## src/rtl/mat_pkg.sv

```systemverilog
// Shared types and constants for the matrix instruction-fetch front end.
package mat_pkg;

  typedef enum logic [1:0] {
    FETCH_IDLE,
    FETCH_RUN,
    FETCH_DRAIN,
    FETCH_HALTED
  } MatFetchState_t;

  localparam logic [7:0] MAT_HALT_OPCODE = 8'hFF;

endpackage

```

## src/rtl/mat_fetch_fifo.sv

```systemverilog
// Prefetch queue: DEPTH entries of {pc, instruction}, with single-cycle flush.
module mat_fetch_fifo #(
  parameter int DEPTH   = 4,
  parameter int ENTRY_W = 160,
  localparam int PTR_W  = $clog2(DEPTH),
  localparam int CNT_W  = $clog2(DEPTH + 1)
) (
  input  logic               clock,
  input  logic               reset,
  input  logic               push,
  input  logic [ENTRY_W-1:0] push_entry,
  input  logic               pop,
  input  logic               flush,
  output logic [ENTRY_W-1:0] head_entry,
  output logic               full,
  output logic               empty,
  output logic [CNT_W-1:0]   count
);

  logic [ENTRY_W-1:0] mem_q [DEPTH];
  logic [PTR_W-1:0]   wr_ptr;
  logic [PTR_W-1:0]   rd_ptr;

  // Entry storage; no reset needed because occupancy gates visibility.
  always_ff @(posedge clock) begin
    if (push && !flush) begin
      mem_q[wr_ptr] <= push_entry;
    end
  end

  // Pointer and occupancy tracking; DEPTH is a power of two so pointers wrap naturally.
  always_ff @(posedge clock) begin
    if (reset || flush) begin
      wr_ptr <= '0;
      rd_ptr <= '0;
      count  <= '0;
    end else begin
      if (push) wr_ptr <= wr_ptr + 1'b1;
      if (pop)  rd_ptr <= rd_ptr + 1'b1;
      case ({push, pop})
        2'b10:   count <= count + 1'b1;
        2'b01:   count <= count - 1'b1;
        default: count <= count;
      endcase
    end
  end

  assign head_entry = mem_q[rd_ptr];
  assign full       = (count == CNT_W'(DEPTH));
  assign empty      = (count == '0);

endmodule

```

## src/rtl/mat_fetch_unit.sv

```systemverilog
// Instruction-fetch front end: PC sequencing, halt detection, branch redirect
// and a prefetch queue feeding the decoder over valid/ready.
//
// state        | meaning
// FETCH_IDLE   | out of reset, waiting for start
// FETCH_RUN    | fetching one word per cycle while the queue has room
// FETCH_DRAIN  | halt word seen, no fetch, waiting for decoder to empty queue
// FETCH_HALTED | program finished, done high, start relaunches
module mat_fetch_unit
  import mat_pkg::*;
#(
  parameter int INST_MEM_ADDR_SIZE  = 32,
  parameter int INST_MEM_WIDTH_SIZE = 128,
  parameter int INST_MEM_SIZE       = 1024,
  parameter int DEPTH               = 4,
  parameter int OPCODE_SIZE         = 8,
  parameter logic [OPCODE_SIZE-1:0] HALT_OPCODE = OPCODE_SIZE'(MAT_HALT_OPCODE),
  localparam int CNT_W              = $clog2(DEPTH + 1)
) (
  input  logic                           clock,
  input  logic                           reset,
  input  logic                           start,
  input  logic [INST_MEM_ADDR_SIZE-1:0]  start_pc,
  output logic                           done,
  output logic [INST_MEM_ADDR_SIZE-1:0]  inst_mem_addr,
  input  logic [INST_MEM_WIDTH_SIZE-1:0] inst_mem_value,
  output logic                           inst_valid,
  input  logic                           inst_ready,
  output logic [INST_MEM_WIDTH_SIZE-1:0] inst_data,
  output logic [INST_MEM_ADDR_SIZE-1:0]  inst_pc,
  input  logic                           redirect_valid,
  input  logic [INST_MEM_ADDR_SIZE-1:0]  redirect_pc,
  output logic [CNT_W-1:0]               queue_count
);

  localparam int ENTRY_W = INST_MEM_ADDR_SIZE + INST_MEM_WIDTH_SIZE;
  localparam logic [INST_MEM_ADDR_SIZE-1:0] MEM_SIZE_C = INST_MEM_ADDR_SIZE'(INST_MEM_SIZE);

  MatFetchState_t                state_q, state_nxt;
  logic [INST_MEM_ADDR_SIZE-1:0] pc_q, pc_nxt, pc_inc;
  logic                          push, pop, flush, full, empty, is_halt, emptying;
  logic [ENTRY_W-1:0]            head_entry;

  function automatic logic [INST_MEM_ADDR_SIZE-1:0] wrap_addr(
    input logic [INST_MEM_ADDR_SIZE-1:0] addr
  );
    return addr % MEM_SIZE_C;
  endfunction

  assign pc_inc   = (pc_q == MEM_SIZE_C - 1'b1) ? '0 : pc_q + 1'b1;
  assign is_halt  = (inst_mem_value[INST_MEM_WIDTH_SIZE-1 -: OPCODE_SIZE] == HALT_OPCODE);
  assign pop      = inst_valid && inst_ready;
  // Queue will be empty after this edge, so the drain phase can be skipped.
  assign emptying = empty || (queue_count == CNT_W'(1) && pop);

  // State and PC registers.
  always_ff @(posedge clock) begin
    if (reset) begin
      state_q <= FETCH_IDLE;
      pc_q    <= '0;
    end else begin
      state_q <= state_nxt;
      pc_q    <= pc_nxt;
    end
  end

  // Next-state, PC update and queue control.
  always_comb begin
    state_nxt = state_q;
    pc_nxt    = pc_q;
    push      = 1'b0;
    flush     = 1'b0;
    case (state_q)
      FETCH_IDLE, FETCH_HALTED: begin
        if (start) begin
          pc_nxt    = wrap_addr(start_pc);
          state_nxt = FETCH_RUN;
        end
      end
      FETCH_RUN: begin
        if (redirect_valid) begin
          flush     = 1'b1;
          pc_nxt    = wrap_addr(redirect_pc);
        end else if (!full || pop) begin
          if (is_halt) begin
            state_nxt = emptying ? FETCH_HALTED : FETCH_DRAIN;
          end else begin
            push   = 1'b1;
            pc_nxt = pc_inc;
          end
        end
      end
      FETCH_DRAIN: begin
        if (redirect_valid) begin
          flush     = 1'b1;
          pc_nxt    = wrap_addr(redirect_pc);
          state_nxt = FETCH_RUN;
        end else if (emptying) begin
          state_nxt = FETCH_HALTED;
        end
      end
      default: state_nxt = FETCH_IDLE;
    endcase
  end

  mat_fetch_fifo #(
    .DEPTH   (DEPTH),
    .ENTRY_W (ENTRY_W)
  ) u_fifo (
    .clock      (clock),
    .reset      (reset),
    .push       (push),
    .push_entry ({pc_q, inst_mem_value}),
    .pop        (pop),
    .flush      (flush),
    .head_entry (head_entry),
    .full       (full),
    .empty      (empty),
    .count      (queue_count)
  );

  assign inst_mem_addr = pc_q;
  assign inst_valid    = !empty;
  assign inst_pc       = head_entry[ENTRY_W-1 -: INST_MEM_ADDR_SIZE];
  assign inst_data     = head_entry[INST_MEM_WIDTH_SIZE-1:0];
  assign done          = (state_q == FETCH_HALTED);

endmodule

```

## config.mk

```make
export PLATFORM = sky130hd
export DESIGN_NAME = mat_fetch_unit
export DESIGN_NICKNAME = d
export VERILOG_FILES = /design/src/rtl/mat_pkg.sv /design/src/rtl/mat_fetch_fifo.sv /design/src/rtl/mat_fetch_unit.sv
export SDC_FILE = /design/constraint.sdc
export NUM_CORES = 1
export LEC_CHECK = 0
export BUFFER_PORTS_ARGS = -buffer_cell sky130_fd_sc_hd__buf_2
export CORE_MARGIN = 2
export CORE_UTILIZATION = 25
export DETAILED_ROUTE_END_ITERATION = 10
export HOLD_SLACK_MARGIN = 0.15
export SETUP_SLACK_MARGIN = 0.05
export SYNTH_ARGS = -nofsm -noshare
export SYNTH_HDL_FRONTEND = slang
export SYNTH_SLANG_ARGS = --single-unit
```

## constraint.sdc

```tcl
create_clock -name clock -period 14.7 [get_ports clock]
set_input_delay 2.94 -clock clock [delete_from_list [all_inputs] [get_ports clock]]
set_output_delay 2.94 -clock clock [all_outputs]
set_load 0.05 [all_outputs]
```

==> results of run 1 <==
cell usage after synthesis, types with 7 or more instances:
cell      count
nor2_1       31
and2_1        7
nand2_1      26
clkbuf_1     19
xnor2_1       8
or3_1        10
ha_1         13
buf_2        20
nand4_1      14
nand2b_1      7
dfxtp_1      43
nor4_1        8
a21oi_1      26
mux4_2      160
edfxtp_1    640
inv_1        11
nand3_1       9
o21ai_0      17
cells by family after synthesis:
kind of cell | count (synthesis) | synth area share [%]
fa+ha+maj | 13 | 0.632
xor+xnor | 13 | 0.442
simple gates | 145 | 3.13
compound gates | 90 | 2.58
flops | 683 | 78.0
buf+inv | 63 | 1.11
mux | 163 | 14.1
placed cells by master, fill, tap and decap left out, types with 13 or more instances in the layout:
| master | synthesis | final |
|---|---|---|
| nand2_1 | 26 | 26 |
| edfxtp_1 | 640 | 640 |
| ha_1 | 13 | 13 |
| buf_2 | 20 | 349 |
| dfxtp_1 | 43 | 41 |
| buf_4 | 4 | 17 |
| clkbuf_1 | 19 | 13 |
| a21oi_1 | 26 | 26 |
| nor2_1 | 31 | 31 |
| nand4_1 | 14 | 14 |
| clkinv_1 | 2 | 13 |
| clkbuf_16 | 0 | 75 |
| o21ai_0 | 17 | 17 |
| mux4_2 | 160 | 160 |
flip-flops by register name, summed over array words and instances (netlist names), named ones only:
name	flops
state_q	2
u_fifo.rd_ptr	2
u_fifo.mem_q	640
u_fifo.wr_ptr	2
inst_mem_addr	32
u_fifo.count	3
worst min-delay path, delay by kind of cell (launching register included):
family | cells | cell delay, ns
flip-flops | 1 | 0.34
AO/OA/AOI/OAI | 1 | 0.06
AND/OR/NAND/NOR | 1 | 0.07
power breakdown:
part / leakage (nW) / switching (mW) / internal, mW
clock network: 1.18 / 0.781 / 1.09
logic: 2.84 / 1.01 / 0.428
registers: 6.30 / 0.0797 / 2.25
worst max-delay path by stage:
stage	start	endpoint	slack (ns)	cells after the start
global route	flip-flop	inst_data[87]	8.22	3
global placement	inst_mem_value[127]	u_fifo.mem_q[3][155]	8.60	5
finish	flip-flop	inst_data[87]	8.58	3
floorplan	redirect_valid	u_fifo.mem_q[0][0]	6.81	3
detailed placement	inst_mem_value[127]	u_fifo.mem_q[2][1]	8.55	5
CTS	flip-flop	inst_data[46]	8.35	3
metal layers:
layer / vias to the layer above / part of all wire, % / global-route usage [%]
li1: 5739 / - / -
met1: 6809 / 40 / 13.2
met2: 390 / 50 / 19.1
met3: 119 / 7.3 / 3.85
met4: 8 / 2.6 / 3.74
met5: - / 0.093 / 0
final cells by class:
class | instances | share of cell area (%)
Multi-Input combinational cell | 424 | 17.1
Clock inverter | 46 | 1.65
Timing Repair Buffer | 366 | 5.94
Clock buffer | 88 | 6.10
Tap cell | 1368 | 5.42
Inverter | 13 | 0.155
Sequential cell | 683 | 63.6
Antenna cell | 1 | 0.00793
stage by stage:
| stage | power [mW] | area, sq um | worst slack (ns) | hold WS (ns) | utilization (%) |
|---|---|---|---|---|---|
| after global routing | 5.86 | 31600 | 8.22 | 0.533 | 31.0 |
| final | 5.65 | 31600 | 8.58 | 0.507 | 31.0 |
| after CTS | 5.74 | 31600 | 8.35 | 0.504 | 31.0 |
| after detailed placement | 3.85 | 29100 | 8.55 | 0.494 | 28.6 |
| after floorplan | 3.48 | 25700 | 6.81 | 0.465 | - |
| after global placement | 3.83 | 29100 | 8.60 | 0.495 | 28.6 |
==> impl_metrics.env, run 1 <==
export IMPL_htree_levels=3
export IMPL_post_place_cells=2854
export IMPL_ant_nets=0
export IMPL_clk_latency_ns=0.64
export IMPL_yosysTopAreaCellShare_pct=74.7
export IMPL_arrival_ns=3.18
export IMPL_cp_top_family="buffers and inverters"
export IMPL_rsz0062_at_grt="false"
export IMPL_ff2ff_path_depth=6
export IMPL_clk_path_buf_depth=3
export IMPL_cts_sinks=683
export IMPL_syn_inst=1170
export IMPL_die_h_um=325
export IMPL_grt_pass1_wl_mm=88.9
export IMPL_grt_pass1_vias=13800
export IMPL_vias=13100
export IMPL_die_area_sq_mm=0.106
export IMPL_drc=0
export IMPL_drtPass1Iterations=5
export IMPL_whs_path_depth=2
export IMPL_cts_tree="done"
export IMPL_wl_per_cell_um=20.1
export IMPL_routabilityCongestion=0.752
export IMPL_ys_seq_area_share_pct=78.0
export IMPL_hpwl_mm=36.7
export IMPL_final_instance_count_excl_fill=2989
export IMPL_clock_fmax_mhz=163
export IMPL_status="finished clean"
export IMPL_crit_fanout=48
export IMPL_synthFlopType="edfxtp_1"
export IMPL_clk_pin_slew_ns=0.06
export IMPL_syn_area_per_cell_sq_um=22.0
export IMPL_synthesis_area_sq_mm=0.0257
export IMPL_antenna_found_initial=7
export IMPL_synth_area_leaders="edfxtp_1, mux4_2, dfxtp_1"
export IMPL_hp_class="reg2reg"
export IMPL_synthDistinctLibCells=61
export IMPL_setup_tns_final_ns=0
export IMPL_cts_setup_buffers=0
export IMPL_p_per_area_mw_per_mm2=179
export IMPL_yosysWarnings=0
export IMPL_start_util_pct=25.3
export IMPL_ys_ff_latch=683
export IMPL_reg2reg_to="u_fifo.mem_q[2][159]"
export IMPL_p_leak_nw=10.3
export IMPL_viasPerCell=4.37
export IMPL_crit_slowest_cell="buf_4"
export IMPL_synth_nets=1380
export IMPL_finalHoldViolCount=0
export IMPL_whs_endpoint="state_q[1]"
export IMPL_max_stage_delay_ns=0.88
export IMPL_crit_type="reg2out"
export IMPL_grt_max_degree=66
export IMPL_final_min_clock_period_ns=6.12
export IMPL_worstHoldStart="state_q[1]"
export IMPL_nFillCells=9905
export IMPL_register_area_sq_mm=0.0201
export IMPL_path_cells="buf_4 > mux4_2 > buf_2"
export IMPL_fin_crit_sh_pct=41.6
export IMPL_drive_gt1_share_pct=40.5
export IMPL_worst_pin_slew_ns=1.11
export IMPL_fp_coreArea_sq_mm=0.102
export IMPL_synth_edf_count=640
export IMPL_rrSetupSlack_ns=11.19
export IMPL_wirelength_mm=60.0
export IMPL_area_growth_syn_to_layout_pct=22.6
export IMPL_crit_required_ns=11.76
export IMPL_slew_violations=0
export IMPL_io_buffers=349
export IMPL_setup_viol=0
export IMPL_endpoint_kind="output port"
export IMPL_multiInputGateArea_sq_mm=0.00540
export IMPL_skew_ns=0.0174
export IMPL_ir_drop_v=0.000130
export IMPL_startpoint_type="flip-flop"
export IMPL_timing_rr_start="u_fifo.count[0]"
export IMPL_cts_buffers=75
export IMPL_async_flop_share_pct=0
export IMPL_grt_util_all_layers_pct=11.2
export IMPL_fp_dieW_um=325
export IMPL_cts_root_buffer="clkbuf_16"
export IMPL_critPathBufInv=2
export IMPL_cts_resized_gates=0
export IMPL_first_iter_violations=862
export IMPL_overflow=0
export IMPL_cap_violations=0
export IMPL_hold_buffers=0
export IMPL_slew_limit_headroom_pct=25.8
export IMPL_synth_area_leader_cell="edfxtp_1"
export IMPL_ioPinCount=394
export IMPL_nets=1773
export IMPL_rows=117
(Power assumes the default switching activity.)
==> inputs of run 2 (changes only) <==
clock period = 6.1 ns   (was 14.7 ns; I/O delays follow)
==> impl_metrics.env, run 2 (synthesis results as in run 1) <==
export IMPL_status="finished clean"
export IMPL_crit_fanout=69
export IMPL_power_switching_mw=4.43
export IMPL_hp_class="reg2reg"
export IMPL_fin_hold_ws_ns=0.519
export IMPL_vias=13100
export IMPL_die_area_sq_mm=0.106
export IMPL_htree_levels=3
export IMPL_start_util_pct=25.3
export IMPL_clk_pin_slew_ns=0.06
export IMPL_grt_max_degree=89
export IMPL_die_h_um=325
export IMPL_antenna_found_initial=7
export IMPL_drc=0
export IMPL_p_sw_share_pct=32.9
export IMPL_cts_sinks=683
export IMPL_viasPerCell=4.36
export IMPL_drive_gt1_share_pct=40.2
export IMPL_drtPass1Iterations=5
export IMPL_placed_area_sq_mm=0.0293
export IMPL_skew_ns=0.0218
export IMPL_largest_register_ffs=640
export IMPL_crit_type="reg2out"
export IMPL_internal_power_mw=9.04
export IMPL_slew_limit_headroom_pct=29.4
export IMPL_setup_viol=0
export IMPL_cts_resized_gates=0
export IMPL_worst_pin_slew_ns=1.06
export IMPL_pwr_share_clk_pct=32.3
export IMPL_timing_rr_start="state_q[0]"
export IMPL_clk_path_buf_depth=3
export IMPL_p_leak_nw=10.3
export IMPL_final_min_clock_period_ns=3.93
export IMPL_arrival_ns=2.71
export IMPL_crit_required_ns=4.88
export IMPL_reg2reg_to="inst_mem_addr[12]"
export IMPL_postLayoutCoreUtil_pct=31.1
export IMPL_cts_buffers=75
export IMPL_ant_nets=0
export IMPL_fp_coreArea_sq_mm=0.102
export IMPL_routabilityCongestion=0.729
export IMPL_nFillCells=9890
export IMPL_wirelength_mm=59.7
export IMPL_share_seq_of_total_power_pct=41.5
export IMPL_crit_end="inst_data[64]"
export IMPL_wl_per_cell_um=20.0
export IMPL_finalHoldViolCount=0
export IMPL_endpoint_kind="output port"
export IMPL_final_common_cell="edfxtp_1"
export IMPL_setup_tns_final_ns=0
export IMPL_rsz0062_at_grt="false"
export IMPL_cts_setup_buffers=0
export IMPL_fin_area_sq_mm=0.0316
export IMPL_p_per_area_mw_per_mm2=426
export IMPL_grt_util_all_layers_pct=11.1
export IMPL_cts_tree="done"
export IMPL_ff2ff_path_depth=7
export IMPL_cts_root_buffer="clkbuf_16"
export IMPL_startpoint_type="flip-flop"
export IMPL_first_iter_violations=900
export IMPL_fp_dieW_um=325
export IMPL_cap_violations=0
export IMPL_grt_pass1_wl_mm=88.7
export IMPL_ioPinCount=394
export IMPL_overflow=0
export IMPL_final_cell_mix="edfxtp_1, buf_2, mux4_2, clkbuf_16, dfxtp_1"
export IMPL_hold_buffers=0
export IMPL_p_comb_share_pct=26.2
export IMPL_io_buffers=349
export IMPL_fin_crit_sh_pct=64.5
export IMPL_nets=1777
export IMPL_ir_drop_v=0.000296
export IMPL_clk_latency_ns=0.62
export IMPL_rrSetupSlack_ns=2.95
export IMPL_area_growth_syn_to_layout_pct=22.9
export IMPL_hpwl_mm=37.3
export IMPL_grt_pass1_vias=13900
export IMPL_largest_register="u_fifo.mem_q"
export IMPL_clock_fmax_mhz=254
export IMPL_slew_violations=0
export IMPL_rows=117
[run 2: power by group through the flow]
stage               logic (mW)  clock network, mW  registers (mW)
floorplan                 2.65                  0            5.72
global placement          3.58                  0            5.67
detailed placement        3.60                  0            5.69
CTS                       3.61               4.49            5.60
global route              3.72               4.67            5.62
finish                    3.53               4.35            5.59
[run 2: per-layer routing]
layer / part of all wire, % / vias up / track usage (%)
met1: 41 / 6764 / 13.4
met4: 2.6 / 8 / 3.67
met3: 7.3 / 104 / 3.56
met2: 49 / 437 / 18.7
met5: 0.085 / - / 0
li1: - / 5744 / -
[run 2: area by class of cell]
cell class                      instances  area (sq um)  share of cell area [%]
Sequential cell                       683         20100                    63.5
Multi-Input combinational cell        424          5400                    17.1
Clock buffer                           91          2020                    6.39
Timing Repair Buffer                  370          2000                    6.34
Tap cell                             1368          1710                    5.41
Clock inverter                         41           354                    1.12
Inverter                               13          48.8                   0.154
Antenna cell                            4          10.0                  0.0316
[run 2: critical path, cell delays in order, from the launching register on]
cell	delay [ns]
dfxtp_4	0.59
buf_12	0.43
mux4_2	0.62
buf_2	0.24
[run 2: stage by stage]
step	instances	worst slack [ns]	power, mW
floorplan	1170	1.74	8.37
CTS	2990	2.01	13.7
global placement	2858	2.17	9.25
detailed placement	2858	2.13	9.29
finish	2994	2.17	13.5
global route	2992	1.95	14.0
[run 2: worst min-delay path by stage]
stage          startpoint         end  slack [ns]  depth (start not counted)
3_5_place_dp   state_q[0]  state_q[0]        0.51                          2
2_1_floorplan  state_q[1]  state_q[1]        0.46                          2
3_3_place_gp   state_q[1]  state_q[1]        0.49                          2
6_report       state_q[0]  state_q[0]        0.52                          2
5_1_grt        state_q[1]  state_q[1]        0.55                          2
4_1_cts        state_q[0]  state_q[0]        0.52                          2
==> inputs of run 3 (changes only) <==
clock period = 3.3 ns   (was 6.1 ns; I/O delays follow)
==> impl_metrics.env, run 3 (synthesis results as in run 1) <==
export IMPL_pwr_share_clk_pct=31.4
export IMPL_p_sw_share_pct=33.3
export IMPL_io_buffers=349
export IMPL_rsz0062_at_grt="false"
export IMPL_ant_nets=0
export IMPL_internal_power_mw=16.7
export IMPL_clk_latency_ns=0.62
export IMPL_power_switching_mw=8.34
export IMPL_placed_area_sq_mm=0.0298
export IMPL_skew_ns=0.0191
export IMPL_cts_resized_gates=0
export IMPL_max_stage_delay_ns=0.71
export IMPL_cts_sinks=683
export IMPL_p_comb_share_pct=27.8
export IMPL_crit_fanout=38
export IMPL_crit_required_ns=2.64
export IMPL_wirelength_mm=61.1
export IMPL_hold_buffers=0
export IMPL_p_leak_nw=10.7
export IMPL_slew_violations=0
export IMPL_nets=1836
export IMPL_htree_levels=3
export IMPL_clock_fmax_mhz=334
export IMPL_hpwl_mm=40.7
export IMPL_grt_pass1_wl_mm=90.7
export IMPL_antenna_found_initial=6
export IMPL_overflow=0
export IMPL_slew_limit_headroom_pct=27.5
export IMPL_largest_register="u_fifo.mem_q"
export IMPL_crit_type="reg2out"
export IMPL_setup_tns_final_ns=0
export IMPL_drtPass1Iterations=5
export IMPL_path_cells="buf_12 > mux4_2 > buf_2"
export IMPL_drive_gt1_share_pct=42.3
export IMPL_hp_class="in2reg"
export IMPL_grt_max_degree=64
export IMPL_final_min_clock_period_ns=3.00
export IMPL_rows=117
export IMPL_cap_violations=0
export IMPL_final_cell_mix="edfxtp_1, buf_2, mux4_2, clkbuf_16, buf_4"
export IMPL_grt_util_all_layers_pct=11.4
export IMPL_die_area_sq_mm=0.106
export IMPL_vias=13300
export IMPL_ir_drop_v=0.000492
export IMPL_largest_register_ffs=640
export IMPL_crit_slowest_cell="dfxtp_4"
export IMPL_endpoint_kind="output port"
export IMPL_clk_pin_slew_ns=0.06
export IMPL_p_per_area_mw_per_mm2=778
export IMPL_nFillCells=9900
export IMPL_final_common_cell="edfxtp_1"
export IMPL_fp_coreArea_sq_mm=0.102
export IMPL_worst_pin_slew_ns=1.09
export IMPL_viasPerCell=4.35
export IMPL_arrival_ns=2.34
export IMPL_cts_buffers=77
export IMPL_fin_area_sq_mm=0.0322
export IMPL_start_util_pct=25.3
export IMPL_grt_pass1_vias=14200
export IMPL_cts_tree="done"
export IMPL_routabilityCongestion=0.743
export IMPL_wl_per_cell_um=20.0
export IMPL_die_h_um=325
export IMPL_fin_crit_sh_pct=90.8
export IMPL_status="finished clean"
export IMPL_clk_path_buf_depth=3
export IMPL_drc=0
export IMPL_setup_viol=0
export IMPL_fp_dieW_um=325
export IMPL_cts_root_buffer="clkbuf_16"
export IMPL_ioPinCount=394
export IMPL_startpoint_type="flip-flop"
export IMPL_finalHoldViolCount=0
export IMPL_share_seq_of_total_power_pct=40.8
export IMPL_area_growth_syn_to_layout_pct=25.2
export IMPL_first_iter_violations=1023
-- run 3: cell count changes in the layout (fill, tap and decap cells not counted), sizes merged --
| cell | before | now |
|---|---|---|
| buf | 370 | 427 |
| clkbuf | 91 | 100 |
| inv | 14 | 18 |
| diode | 4 | 1 |
| clkinv | 34 | 30 |
| bufinv | 5 | 1 |
| clkinvlp | 1 | 3 |
-- run 3: final cells by class --
class                           instances  area, sq um  area share [%]
Clock inverter                         39          318           0.986
Antenna cell                            1         2.50         0.00777
Clock buffer                          100         2030            6.31
Tap cell                             1368         1710            5.31
Multi-Input combinational cell        424         5400            16.8
Inverter                               13         48.8           0.151
Sequential cell                       683        20100            62.3
Timing Repair Buffer                  427         2620            8.13
-- run 3: critical path: cells and delay by family, from the launching register on --
kind	cells	cell delay, ns
flip-flops	1	0.71
buffers and inverters	2	0.57
multiplexers	1	0.39
-- run 3: layer usage --
metal / GRT usage (%) / wire length (um) / up-vias
met1: 13.6 / 24300 / 6879
met3: 3.73 / 4250 / 125
li1: - / - / 5872
met4: 4.21 / 1820 / 6
met2: 19.3 / 30700 / 422
met5: 0 / 40 / -
-- run 3: what timing repair did --
item,in CTS,in global routing
setup endpoints to repair,121,0
endpoints found under the hold margin,0,0
buffers inserted,3,0
-- run 3: per-stage QoR --
step,std cells,hold slack [ns],power (mW),utilization [%],setup slack (ns)
6_report,3055,0.244,25.1,31.6,0.303
5_1_grt,3054,0.197,26.1,31.6,0.175
4_1_cts,3054,0.167,25.5,31.6,0.174
3_5_place_dp,2912,0.505,17.4,29.3,0.466
3_3_place_gp,2912,0.487,17.3,29.3,0.524
2_1_floorplan,1170,0.465,15.5,-,-0.554
-- run 3: power groups by stage --
| stage | sequential (mW) | combinational [mW] | clock, mW |
|---|---|---|---|
| finish | 10.2 | 6.96 | 7.86 |
| global route | 10.3 | 7.33 | 8.51 |
| CTS | 10.2 | 7.10 | 8.16 |
| detailed placement | 10.5 | 6.92 | 0 |
| global placement | 10.5 | 6.86 | 0 |
| floorplan | 10.6 | 4.90 | 0 |
-- run 3: worst paths after layout --
path | from | to | slack [ns] | depth (start not counted)
worst min register to register | state_q[1] | state_q[1] | 0.52 | 2
worst min-delay path | inst_mem_value[55] | u_fifo.mem_q[3][55] | 0.24 | 1
worst max-delay path | flip-flop | inst_data[97] | 0.30 | 3
worst max register to register | inst_mem_addr[0] | inst_mem_addr[12] | 0.50 | 6
